## config.mk

```make
export PLATFORM = sky130hd
export DESIGN_NAME = pipe_reg_ex_mem_elastic
export DESIGN_NICKNAME = d
export VERILOG_FILES = /design/src/rtl/pipe_reg_ex_mem_elastic.sv
export SDC_FILE = /design/constraint.sdc
export NUM_CORES = 1
export LEC_CHECK = 0
export ABC_AREA = 1
export CAP_MARGIN = 20
export CELL_PAD_IN_SITES_DETAIL_PLACEMENT = 1
export CELL_PAD_IN_SITES_GLOBAL_PLACEMENT = 1
export CORE_MARGIN = 2
export CORE_UTILIZATION = 38
export DETAILED_ROUTE_END_ITERATION = 10
export HOLD_SLACK_MARGIN = 0.06
export PLACE_DENSITY = 0.94
export SETUP_SLACK_MARGIN = 0.3
export SYNTH_ARGS = -nofsm -noshare
export SYNTH_HDL_FRONTEND = slang
export SYNTH_SLANG_ARGS = --single-unit
```

## constraint.sdc

```tcl
create_clock -name clk -period 2.3 [get_ports clk]
set_clock_uncertainty 0.1 [all_clocks]
set_input_delay 0.23 -clock clk [delete_from_list [all_inputs] [get_ports clk]]
set_output_delay 0.23 -clock clk [all_outputs]
set_load 0.03 [all_outputs]
```

## src/rtl/pipe_reg_ex_mem_elastic.sv

```systemverilog
// Elastic EX->MEM pipeline register.
// A main register drives the MEM-side outputs; a single skid register absorbs
// the one entry EX may launch in the cycle MEM first stalls. in_ready depends
// on the FSM state only, so no combinational path runs from MEM back into EX.
//
// Handshake: a transfer happens on a rising clk edge when valid and ready are
// both high on that side. The producer must hold valid and its data stable
// until ready is seen. The consumer may change ready freely. While out_valid is
// high and out_ready is low, out_rd and out_alu do not change. flush overrides
// both transfers in its cycle and empties the register.
module pipe_reg_ex_mem_elastic #(
    parameter int RD_W   = 2,
    parameter int DATA_W = 8
) (
    input  logic              clk,
    input  logic              reset,
    input  logic              flush,
    input  logic              in_valid,
    output logic              in_ready,
    input  logic [RD_W-1:0]   in_rd,
    input  logic [DATA_W-1:0] in_alu,
    output logic              out_valid,
    input  logic              out_ready,
    output logic [RD_W-1:0]   out_rd,
    output logic [DATA_W-1:0] out_alu,
    output logic [1:0]        dbg_state_o
);

    typedef enum logic [1:0] {
        ST_EMPTY = 2'd0,
        ST_BUSY  = 2'd1,
        ST_FULL  = 2'd2
    } state_e;

    state_e              state_q;
    logic                out_valid_q;
    logic                in_ready_q;
    logic [RD_W-1:0]     main_rd_q;
    logic [DATA_W-1:0]   main_alu_q;
    logic [RD_W-1:0]     skid_rd_q;
    logic [DATA_W-1:0]   skid_alu_q;

    logic                ix;
    logic                ox;

    // Transfers are qualified with the registered handshake outputs.
    assign ix = in_valid & in_ready_q;
    assign ox = out_valid_q & out_ready;

    // State, storage and registered handshake outputs updated together.
    always_ff @(posedge clk or posedge reset) begin
        if (reset) begin
            state_q     <= ST_EMPTY;
            out_valid_q <= 1'b0;
            in_ready_q  <= 1'b1;
            main_rd_q   <= '0;
            main_alu_q  <= '0;
            skid_rd_q   <= '0;
            skid_alu_q  <= '0;
        end else if (flush) begin
            // Squash everything held plus whatever EX offers this cycle.
            state_q     <= ST_EMPTY;
            out_valid_q <= 1'b0;
            in_ready_q  <= 1'b1;
            main_rd_q   <= '0;
            main_alu_q  <= '0;
            skid_rd_q   <= '0;
            skid_alu_q  <= '0;
        end else begin
            case (state_q)
                ST_EMPTY: begin
                    if (ix) begin
                        main_rd_q   <= in_rd;
                        main_alu_q  <= in_alu;
                        out_valid_q <= 1'b1;
                        state_q     <= ST_BUSY;
                    end
                end
                ST_BUSY: begin
                    if (ix && ox) begin
                        // Streaming: replace the departing entry directly.
                        main_rd_q  <= in_rd;
                        main_alu_q <= in_alu;
                    end else if (ix) begin
                        // MEM stalled: park the new entry and close the input.
                        skid_rd_q  <= in_rd;
                        skid_alu_q <= in_alu;
                        in_ready_q <= 1'b0;
                        state_q    <= ST_FULL;
                    end else if (ox) begin
                        out_valid_q <= 1'b0;
                        state_q     <= ST_EMPTY;
                    end
                end
                ST_FULL: begin
                    if (ox) begin
                        main_rd_q  <= skid_rd_q;
                        main_alu_q <= skid_alu_q;
                        in_ready_q <= 1'b1;
                        state_q    <= ST_BUSY;
                    end
                end
                default: begin
                    state_q     <= ST_EMPTY;
                    out_valid_q <= 1'b0;
                    in_ready_q  <= 1'b1;
                end
            endcase
        end
    end

    assign in_ready    = in_ready_q;
    assign out_valid   = out_valid_q;
    assign out_rd      = main_rd_q;
    assign out_alu     = main_alu_q;
    assign dbg_state_o = state_q;

endmodule

```

==> implementation parameters <==
Parameter                              Value

Run status
  Run status ... complete, no violations

GRT
  Number of global-route vias before repair ... 1221
  Leftover overflow at the end of global routing ... 0
  Maximum number of pins on one net before global-route repair ... 25
  Wire length of the first global-routing pass ... 5.55 mm
  Number of antenna violations at the first check in global routing ... 0
  GRT Util Overall ... 0.198

Worst setup path
  Arrival time worst endpoint ... 1.55 ns
  Type of the setup path with the least slack ... reg -> out
  Endpoint required time on the critical path ... 1.97 ns
  Category of the worst setup path launch point ... flip-flop
  Number of buffers and inverters on the critical path ... 1
  Gate family responsible for the most delay along the worst path ... buffers and inverters
  Capturing instance or port of the critical path ... dbg_state_o[1]
  Cell-by-cell listing of the critical path ... clkdlybuf4s50_1
  CP max-delay cell ... clkdlybuf4s50_1
  Slowest Stage Delay on Critical Path ... 0.72 ns
  Element type at the critical path end ... output pin
  Number of cells traversed by the worst register-to-register path ... 7
  Slack of the worst reg-to-reg path ... 0.51 ns
  Number of cells on the critical path ... 1
  Launch point of the critical path ... dbg_state_o[1]$_DFFE_PP0P_
  Source of the worst register-to-register timing path ... dbg_state_o[0]$_DFFE_PP0P_
  Crit-path max FO ... 7
  Reg-to-reg endpoint ... out_alu[1]$_DFFE_PP0P_

Final layout
  Signed area change from the synthesized netlist to the final layout ... 29.4%
  ANT cells ... 0
  Final-stage net count ... 201
  Number of fill cells ... 382
  Fraction of final layout cells with drive strength greater than 1 ... 0.130

Synth
  Area share of the leading cell type in the synthesized netlist ... 0.468
  Average cell area after synthesis ... 7.83 um^2
  Number of distinct library cells after synthesis ... 21
  Synth Instances ... 157
  Synthesized cell area ... 0.00123 mm^2
  Post-synthesis register bit count ... 24
  Syn_nets ... 172
  Largest cells by area after synthesis ... dfrtp_1, nand2_1, o21ai_2
  Proportion of synthesized chip area in sequential cells ... 0.490
  Top cell type by total area after synthesis ... dfrtp_1
  Synthesis Warnings ... 0

STA
  Max Fclk ... 531 MHz
  Max-slew headroom ... 0.733
  Setup repair after global routing missed its margin ... no
  Number of failing setup endpoints in the final timing report ... 0
  Final Max Slew Viols ... 0
  Slew of the pin with the lowest slew margin ... 0.399 ns
  Share of the clock period used by the worst path ... 0.818
  Worst setup slack after layout ... 0.418 ns
  Final Hold Viols ... 0
  Final critical path time including I/O delays and setup ... 1.88 ns
  Accumulated negative setup slack ... 0 ns

Pwr
  Leakage power total ... 0.763 nW
  Pwr dens ... 1120 mW/mm^2
  Worst voltage drop across the vdd grid ... 0.000502 V

Routing
  DR vias/cell ... 5.14
  Number of nets with antenna violations after detailed routing ... 0
  Router iterations before antenna repair ... 4
  Detailed-route DRC error count ... 0
  Vias ... 1178
  Violation count after the first detailed-route iteration ... 59
  Total wire length after detailed routing ... 3.28 mm
  Wire length per cell after detailed routing ... 14.3 um

Clocking
  TritonCTS clock tree ... built
  Register clock-pin slew on the reported worst setup and hold paths ... 0.15 ns
  Post-CTS resize count ... 0
  Number of buffers inserted by post-CTS setup repair ... 0
  Number of buffers between clock root and the deepest sink ... 2
  H-tree levels ... 1
  CTS sink count ... 24
  CTS Root Cell ... clkbuf_4
  # hold bufs at CTS ... 0
  Number of buffers created by CTS ... 3
  Insertion delay of the later-clocked pin in the worst-skew pair ... 0.32 ns

Place
  Dpl hpwl ... 2.51 mm
  Buffers on Ports ... 28
  Pre-CTS setup slack ... 0.315 ns
  Global placer's final weighted congestion ... 0.854

Floorplanning
  I/O pin cnt ... 29
  Initial core utilization ... 0.402
  Die Y-Extent ... 60.9 um
  Standard-cell row count ... 20
  Die W ... 60.9 um
  Overall die area ... 0.00370 mm^2
  Placeable Area ... 0.00305 mm^2

Job
  Max Cap Violations ... 0

Worst hold path
  Min-Delay Path Class ... in -> async
-- area by class of cell --
type	count	area, um^2	share of cell area
Clock inverter	1	30.0	0.0189
Clock buffer	3	22.5	0.0142
Timing Repair Buffer	30	295	0.186
Tap cell	44	55.1	0.0346
Multi-Input combinational cell	121	563	0.354
Inverter	6	22.5	0.0142
Sequential cell	24	602	0.378
-- power breakdown --
part	switching, W	total, W	internal (W)
registers	0.0000856	0.000636	0.000550
clock network	0.000136	0.000312	0.000176
logic	0.000531	0.000838	0.000307
total	0.000753	0.00179	0.00103
-- synthesized netlist by cell type --
cell,instances
inv_2,3
o21ai_2,9
buf_4,2
o22ai_1,1
nor2_1,18
buf_2,3
nand4_1,3
nand3b_1,1
nor2_4,1
o21ai_0,3
a21oi_1,10
inv_1,2
nand2_2,2
buf_6,1
nor2_2,2
dfrtp_1,23
clkinv_1,1
nand2_1,58
nand3_1,12
o21ai_1,1
dfstp_2,1
-- worst min path at each step --
| stage | to | from | slack (ns) | cells past startpoint |
|---|---|---|---|---|
| 4_1_cts | skid_alu_q[6]$_DFFE_PP0P_ | reset | 0.16 | 3 |
| 5_1_grt | skid_alu_q[5]$_DFFE_PP0P_ | reset | 0.17 | 3 |
| 3_5_place_dp | out_alu[0]$_DFFE_PP0P_ | out_alu[0]$_DFFE_PP0P_ | 0.37 | 2 |
| 6_report | skid_alu_q[3]$_DFFE_PP0P_ | reset | 0.14 | 3 |
| 2_1_floorplan | dbg_state_o[0]$_DFFE_PP0P_ | reset | 0.14 | 1 |
| 3_3_place_gp | out_alu[2]$_DFFE_PP0P_ | out_alu[2]$_DFFE_PP0P_ | 0.36 | 2 |
-- flip-flops by register name, indices dropped and copies added (netlist names) --
name and cells:
in_ready 1, skid_alu_q 8, out_alu 8, dbg_state_o 2, skid_rd_q 2, out_valid 1
out_rd 2
-- cell usage in the layout (no fill, tap or decap) --
| master | netlist | routed |
|---|---|---|
| a21oi_1 | 10 | 10 |
| buf_4 | 2 | 2 |
| bufinv_16 | 0 | 1 |
| clkbuf_4 | 0 | 3 |
| clkdlybuf4s50_1 | 0 | 28 |
| clkinv_1 | 1 | 1 |
| dfrtp_1 | 23 | 23 |
| dfstp_2 | 1 | 1 |
| inv_1 | 2 | 2 |
| inv_2 | 3 | 3 |
| nand2_1 | 58 | 58 |
| nand2_2 | 2 | 2 |
| nand3_1 | 12 | 12 |
| nand3b_1 | 1 | 1 |
| nand4_1 | 3 | 3 |
| nor2_1 | 18 | 18 |
| nor2_2 | 2 | 2 |
| nor2_4 | 1 | 1 |
| o21ai_0 | 3 | 3 |
| o21ai_1 | 1 | 1 |
| o21ai_2 | 9 | 9 |
| o22ai_1 | 1 | 1 |
-- kinds of logic after synthesis --
| kind of cell | after synthesis | share of synthesized area |
|---|---|---|
| buffers and inverters | 12 | 0.0519 |
| and+or+nand+nor | 97 | 0.332 |
| DFF | 24 | 0.490 |
| AOI/OAI and AO/OA | 24 | 0.126 |
-- tightest hold or removal path, cell delays in order --
cell	delay (ns)
clkdlybuf4s50_1	0.39
inv_1	0.05
buf_4	0.31
-- stage by stage --
stage	instance area (um^2)	power (W)	util	hold slack, ns	cells
2_1_floorplan	1230	0.00117	-	0.144	157
3_3_place_gp	1540	0.00145	0.504	0.359	225
3_5_place_dp	1540	0.00149	0.504	0.367	225
4_1_cts	1590	0.00180	0.521	0.156	229
5_1_grt	1590	0.00190	0.521	0.167	229
6_report	1590	0.00179	0.521	0.144	229
-- layer usage --
| metal | track usage | routed length [um] | up-vias |
|---|---|---|---|
| met1 | 0.252 | 1450 | 569 |
| met5 | 0 | 0 | - |
| met3 | 0.0299 | 114 | 4 |
| met2 | 0.361 | 1680 | 32 |
| met4 | 0.0280 | 31 | 0 |
| li1 | - | - | 573 |
(Power assumes the default switching activity.)
